===== src/rtl/serial_subtractor_if.sv =====
// Operand/result handshake bundle for serial_subtractor.
//   in_valid/in_ready : operand transfer (a, b, bin)
//   out_valid/out_ready : result transfer (diff, bout)
// master drives operands and out_ready; slave is the subtractor.
interface serial_subtractor_if #(
    parameter int unsigned W = 8
);
    logic         in_valid;
    logic         in_ready;
    logic [W-1:0] a;
    logic [W-1:0] b;
    logic         bin;
    logic         out_valid;
    logic         out_ready;
    logic [W-1:0] diff;
    logic         bout;

    modport master (
        output in_valid, a, b, bin, out_ready,
        input  in_ready, out_valid, diff, bout
    );

    modport slave (
        input  in_valid, a, b, bin, out_ready,
        output in_ready, out_valid, diff, bout
    );
endinterface


===== src/rtl/serial_subtractor.sv =====
// Bit-serial W-bit subtractor: diff = a - b - bin (mod 2^W), LSB first,
// one full-subtractor cell with a registered borrow.
// Ports:
//   clk  - rising-edge clock
//   rst  - asynchronous active-high reset
//   bus  - serial_subtractor_if.slave: operand handshake (in_valid/in_ready,
//          a, b, bin) and result handshake (out_valid/out_ready, diff, bout)
module serial_subtractor #(
    parameter int unsigned W = 8
) (
    input  logic                 clk,
    input  logic                 rst,
    serial_subtractor_if.slave   bus
);
    localparam int unsigned CW = $clog2(W + 1);

    typedef enum logic [1:0] {
        IDLE = 2'd0,
        RUN  = 2'd1,
        DONE = 2'd2
    } state_t;

    state_t        state_q;
    state_t        state_d;
    logic [W-1:0]  ra_q;
    logic [W-1:0]  rb_q;
    logic [W-1:0]  rd_q;
    logic          br_q;
    logic [CW-1:0] cnt_q;
    logic          in_ready_q;
    logic          out_valid_q;

    logic          load;
    logic          shift;
    logic [CW-1:0] cnt_inc;
    logic [W-1:0]  rd_shift;

    // Full-subtractor cell on the current LSBs and running borrow.
    logic x;
    logic y;
    logic d;
    logic b_next;

    assign x      = ra_q[0];
    assign y      = rb_q[0];
    assign d      = x ^ y ^ br_q;
    assign b_next = (~x & y) | (~(x ^ y) & br_q);

    assign cnt_inc = cnt_q + CW'(1);

    // New difference bit enters at the MSB; written this way so W = 1 works.
    always_comb begin
        rd_shift        = rd_q >> 1;
        rd_shift[W-1]   = d;
    end

    // Next-state and datapath strobes.
    always_comb begin
        state_d = state_q;
        load    = 1'b0;
        shift   = 1'b0;
        case (state_q)
            IDLE: begin
                if (bus.in_valid) begin
                    load    = 1'b1;
                    state_d = RUN;
                end
            end
            RUN: begin
                shift = 1'b1;
                if (cnt_inc == CW'(W)) begin
                    state_d = DONE;
                end
            end
            DONE: begin
                if (bus.out_ready) begin
                    state_d = IDLE;
                end
            end
            default: state_d = IDLE;
        endcase
    end

    // State register; handshake flags track the state being entered.
    always_ff @(posedge clk or posedge rst) begin
        if (rst) begin
            state_q     <= IDLE;
            in_ready_q  <= 1'b1;
            out_valid_q <= 1'b0;
        end else begin
            state_q     <= state_d;
            in_ready_q  <= (state_d == IDLE);
            out_valid_q <= (state_d == DONE);
        end
    end

    // Operand/result shift registers, borrow and bit counter.
    always_ff @(posedge clk or posedge rst) begin
        if (rst) begin
            ra_q  <= '0;
            rb_q  <= '0;
            rd_q  <= '0;
            br_q  <= 1'b0;
            cnt_q <= '0;
        end else if (load) begin
            ra_q  <= bus.a;
            rb_q  <= bus.b;
            br_q  <= bus.bin;
            cnt_q <= '0;
        end else if (shift) begin
            ra_q  <= ra_q >> 1;
            rb_q  <= rb_q >> 1;
            rd_q  <= rd_shift;
            br_q  <= b_next;
            cnt_q <= cnt_inc;
        end
    end

    assign bus.in_ready  = in_ready_q;
    assign bus.out_valid = out_valid_q;
    assign bus.diff      = rd_q;
    assign bus.bout      = br_q;
endmodule

===== src/flat_wrapper.sv =====
// flat-port wrapper written by rule: the top's interface ports become plain ports
module serial_subtractor_flat 
#(
    parameter int unsigned W = 8
)
  (clk, rst, bus_in_valid, bus_a, bus_b, bus_bin, bus_out_ready, bus_in_ready, bus_out_valid, bus_diff, bus_bout);
  serial_subtractor_if #(.W(W)) bus_i ();
  input  logic clk;
  input  logic rst;
  input wire logic [$bits(bus_i.in_valid)-1:0] bus_in_valid;
  input wire logic [$bits(bus_i.a)-1:0] bus_a;
  input wire logic [$bits(bus_i.b)-1:0] bus_b;
  input wire logic [$bits(bus_i.bin)-1:0] bus_bin;
  input wire logic [$bits(bus_i.out_ready)-1:0] bus_out_ready;
  output wire logic [$bits(bus_i.in_ready)-1:0] bus_in_ready;
  output wire logic [$bits(bus_i.out_valid)-1:0] bus_out_valid;
  output wire logic [$bits(bus_i.diff)-1:0] bus_diff;
  output wire logic [$bits(bus_i.bout)-1:0] bus_bout;
  assign bus_i.in_valid = bus_in_valid;
  assign bus_i.a = bus_a;
  assign bus_i.b = bus_b;
  assign bus_i.bin = bus_bin;
  assign bus_i.out_ready = bus_out_ready;
  assign bus_in_ready = bus_i.in_ready;
  assign bus_out_valid = bus_i.out_valid;
  assign bus_diff = bus_i.diff;
  assign bus_bout = bus_i.bout;
  serial_subtractor #(.W(W)) u_core (.clk(clk), .rst(rst), .bus(bus_i));
endmodule

===== config.mk =====
export PLATFORM = sky130hd
export DESIGN_NAME = serial_subtractor_flat
export DESIGN_NICKNAME = d
export VERILOG_FILES = /design/src/rtl/serial_subtractor_if.sv /design/src/rtl/serial_subtractor.sv /design/src/flat_wrapper.sv
export SDC_FILE = /design/constraint.sdc
export NUM_CORES = 1
export LEC_CHECK = 0
export CAP_MARGIN = 20
export CORE_MARGIN = 3
export CORE_UTILIZATION = 54
export CTS_CLUSTER_DIAMETER = 120
export DETAILED_ROUTE_END_ITERATION = 6
export GPL_ROUTABILITY_DRIVEN = 0
export HOLD_SLACK_MARGIN = 0.02
export PLACE_DENSITY = 0.95
export SLEW_MARGIN = 10
export SYNTH_ARGS = -nofsm -noshare
export SYNTH_HDL_FRONTEND = slang
export SYNTH_SLANG_ARGS = --single-unit
export TNS_END_PERCENT = 20

===== constraint.sdc =====
create_clock -name clk -period 2.55 [get_ports clk]
set_input_delay 0.3825 -clock clk [delete_from_list [all_inputs] [get_ports clk]]
set_output_delay 0.3825 -clock clk [all_outputs]
set_load 0.1 [all_outputs]

* Word level (Yosys, flattened, before mapping) *
Cells that the tools add are included.

storage, ports and cells
  register bits = 33
  input port bits = 21
  logic and storage cells = 40

operators by class
  $add $sub $neg = 1
  equal/unequal tests = 4
  mux-type cells = 15
  bitwise operators = 8
  reductions and logical operators = 4

operators with widths
  operator                                                                count
  8-bit two-way mux                                                       4
  4-bit two-way mux                                                       2
  2-bit two-way mux                                                       3
  2-bit one-hot mux with 3 select lines                                   1
  1-bit two-way mux                                                       5
  4-bit by 1-bit adder with 4-bit output (second input constant)          1
  2-bit equality test (second input constant)                             2
  4-bit equality test (second input constant)                             1
  2-bit logical NOT                                                       2
  1-bit inverter                                                          3
  1-bit AND                                                               2
  2-bit by 1-bit equality test with 1-bit output (second input constant)  1
  2-bit AND reduction                                                     1
  2-bit nonzero test                                                      1
  1-bit XOR                                                               2
  1-bit bitwise OR                                                        1

* Longest topological paths before layout *
  depth after elaboration = 6
  mapped depth = 5

* Worst setup path before layout *
No wires, ideal clock.

  kind = register to register
  start point = register u_core.br_q, in the netlist u_core.bus.bout
  end point = register u_core.br_q, in the netlist u_core.bus.bout
  arrival time = 1,743 ps
  slack = 731 ps
  cell stages (with the launch flop) = 5
  buffers on the path = 0
  clock period less this slack = 1,819 ps
  cell sequence = dfrtp_1 > inv_1 > fa_1 > a2bb2oi_2 > o21ai_1

on the way
  cells in the longest elaborated chain, start to end = 4

ends and longest elaborated chain
  element                   RTL line                  text
  start: declaration        serial_subtractor.sv:28   logic br_q;
  start signal: assignment  serial_subtractor.sv:108  br_q <= bus.bin;
  start signal: assignment  serial_subtractor.sv:114  br_q <= b_next;
  1-bit AND                 serial_subtractor.sv:47   assign b_next = (~x & y) | (~(x ^ y) & br_q);
  1-bit bitwise OR          serial_subtractor.sv:47
  1-bit two-way mux         serial_subtractor.sv:110  end else if (shift) begin
  1-bit two-way mux         serial_subtractor.sv:105  end else if (load) begin

No other way between the ends. The select of a mux whose other input is x is not followed.
A chain may end at the register's enable or synchronous reset.

* Worst setup path in the final report *
  start point = register u_core.state_q[1]
  end point = register u_core.br_q, in the netlist u_core.bus.bout

on the way
  cells in the longest elaborated chain, start to end = 3

ends and longest elaborated chain
  element                                                                              RTL line                 text
  start: declaration                                                                   serial_subtractor.sv:23  state_t state_q;
  start signal: assignment                                                             serial_subtractor.sv:91  state_q <= state_d;
  2-bit by 1-bit equality test with 1-bit output or 2-bit logical NOT (tied branches)  serial_subtractor.sv:62  case (state_q)
  1-bit two-way mux                                                                    serial_subtractor.sv:62
  2-bit nonzero test (no line) or 1-bit two-way mux (tied branches)                    -

Parallel ways exist; a longest one is shown, timed or not.

==> results_dict.tcl <==
set metrics [dict create \
    outcome "complete, no violations" \
    synthAdderAreaFrac_pct 2.05 \
    p_per_area_nw_per_um2 1300 \
    dieWidth_microns 60.2 \
    cts_resized 0 \
    grt_usage_pct 20.6 \
    grt_max_degree 34 \
    syn_to_final_growth_pct 20.4 \
    grt.overflow.total 0 \
    start_util_pct 57.0 \
    crit_buf_inv 0 \
    clockRootBuffer "clkbuf_4" \
    worstMarginPinSlew_ns 0.819 \
    dr.first_iter.drc_count 79 \
    finalClockSkew_ns 0.00455 \
    place_hpwl_microns 2290 \
    final_util_pct 68.7 \
    placement.io_buffers 31 \
    async_flop_share_pct 100 \
    synth_edf_count 0 \
    synth_compound_area_share_pct 23.0 \
    crit_path_max_fanout 23 \
    crit_chain "nand2b_1 > a2bb2oi_2 > o21ai_1" \
    ios 32 \
    ys_seq_area_share_pct 52.1 \
    fin_tns_setup_ns 0 \
    wl_per_cell_microns 14.7 \
    grt_pass1_vias 1215 \
    vias 1268 \
    relSlewSlack_pct 45.4 \
    fin_hold_ws_ns 0.442 \
    setup_violations 0 \
    yosysTopAreaCellShare_pct 50.5 \
    worstPathArrival_ns 1.91 \
    reg2reg_depth 3 \
    cts_hold_buf 0 \
    synthMuxAreaShare_pct 0.631 \
    dr.pass1.iters 4 \
    worstSetupEndpointType "flip-flop" \
    die_y_microns 60.2 \
    crit_family "flip-flops" \
    worstSetupPathType "reg2reg" \
    layout_setup_ws_ns 0.839 \
    yosysWarnings 0 \
    routed_via_density 5.76 \
    yosys_register_bits 33 \
    ctsHtreeMaxLevel 2 \
    drive_gt1_share_pct 13.2 \
    avgSynthCellArea_sq_um 10.1 \
    dpl_cell_area_sq_um 1860 \
    numCtsBuffers 5 \
    ys_top_cells_by_count "nand2_1 (33), dfrtp_1 (32), a22oi_1 (14), o21ai_0 (14), nor2b_1 (12)" \
    synth_top_family_by_area "compound AO/OA/AOI/OAI gates" \
    synthSimpleGateAreaFrac_pct 16.3 \
    crit_path_max_incr_delay_ns 0.88 \
    syn_inst 157 \
    fin_cells 220 \
    postCtsSetupBuffers 0 \
    vdd_drop_max_uv 1190 \
    dieArea_sq_um 3620 \
    cts_num_sinks 33 \
    antennaDiodeCount 0 \
    syn_area_sq_um 1590 \
    ant_nets 0 \
    wl_microns 3240 \
    yosys.area_share.xor_xnor_pct 0.552 \
    clock_path_buffers 2 \
    cts_tree "done" \
    synth-main-ff-cell "dfrtp_1" \
    leakage_nw 0.873 \
    synth.area.top_cells "dfrtp_1 (50%), nand2_1 (7.8%), a22oi_1 (6.6%)" \
    grt_setup_unrepaired "false" \
    antenna_found_initial 0 \
    cp_slowest_cell "dfrtp_1" \
    dp_slack_ns 0.682 \
    synth_top_area_cell "dfrtp_1" \
    dp_cells 212 \
    power_mw 2.47 \
    synthDistinctLibCells 29 \
    crit_cells 3 \
    grt_pass1_wl_microns 5550 \
    max_freq_ghz 0.584 \
    num_rows 19 \
    fin_nets 211 \
    slew_viol_final 0 \
    syn_nets 180 \
    cap_violations 0 \
    hold_viol 0 \
    fin_crit_ns 1.71 \
    core_sq_um 2780 \
    required_ns 2.75 \
    final_area_sq_um 1910 \
    period_share_pct 67.1 \
    post-route-drc-count 0 \
    clkTransAtPathRegs_ns 0.09 \
    synth.most_common_cell "nand2_1" \
    start_kind "flip-flop" \
    hold_path.class "in2async" \
    clkLatencyLatePin_ns 0.32 \
]
## worst reg2reg max path: cells and delay by family (launching register included)
family	cells	cell delay (ns)
AOI/OAI and AO/OA	2	0.24
DFF	1	0.88
and+or+nand+nor	1	0.47
## placed cells by master (no fill, tap or decap), types with 2 or more instances in the layout
cell type        instances
a21oi_1                 11
a22o_1                   2
a22oi_1                 14
a2bb2oi_1                2
a41o_1                   2
buf_4                   14
clkbuf_1                 3
clkbuf_4                 5
clkdlybuf4s50_1         20
dfrtp_1                 32
inv_1                    4
nand2_1                 33
nand2b_1                 2
nand3_1                  2
nor2b_1                 12
nor2b_4                  2
o21ai_0                 14
o21ai_1                  4
## cells by family (layout without fill, tap and decap cells)
family                     Yosys count  after routing
buffers and inverters               14             46
adders and majority gates            2              2
xor gates and xnor gates             1              1
AOI/OAI and AO/OA                   54             54
muxes                                1              1
and+or+nand+nor                     52             52
DFF                                 33             33
## area by class of cell
cell class                      count  area, sq um
Clock buffer                        8         48.8
Timing Repair Buffer               34          305
Inverter                            4         15.0
Fill cell                         226          871
Multi-Input combinational cell    110          676
Sequential cell                    33          827
Tap cell                           31         38.8
## sequential cells by signal, indices dropped and copies added, names as in the netlist
signal                flops
u_core.bus.bout           1
u_core.bus.diff           8
u_core.bus.in_ready       1
u_core.bus.out_valid      1
u_core.cnt_q              4
u_core.ra_q               8
u_core.rb_q               8
u_core.state_q            2
## metal layers
| metal | up-vias | track usage [%] | share of wire [%] |
|---|---|---|---|
| met1 | 605 | 26.4 | 43 |
| met3 | 2 | 6.48 | 7.3 |
| met2 | 46 | 33.6 | 49 |
| li1 | 615 | - | - |
| met5 | - | 0 | 0 |
| met4 | 0 | 5.06 | 0.43 |
## final timing paths
| path | startpoint | end | slack, ns |
|---|---|---|---|
| setup / recovery | u_core.state_q[1] | u_core.bus.bout | 0.84 |
| hold / removal | rst | u_core.cnt_q[2] | 0.44 |
| setup reg to reg | u_core.state_q[1] | u_core.bus.bout | 0.84 |
| hold reg to reg | u_core.bus.diff[0] | u_core.bus.diff[0] | 0.48 |
| max in group asynchronous | rst | u_core.bus.in_ready | 1.79 |
| min in group clk | u_core.bus.diff[0] | u_core.bus.diff[0] | 0.48 |
## report_power, final
group          switching (mW)  internal (mW)  leakage (nW)
Sequential              0.189          0.720         0.423
Clock                   0.159          0.110        0.0265
Combinational           0.917          0.380         0.423
Total                    1.27           1.21         0.873
No activity file was read; power rests on OpenSTA's default activity.
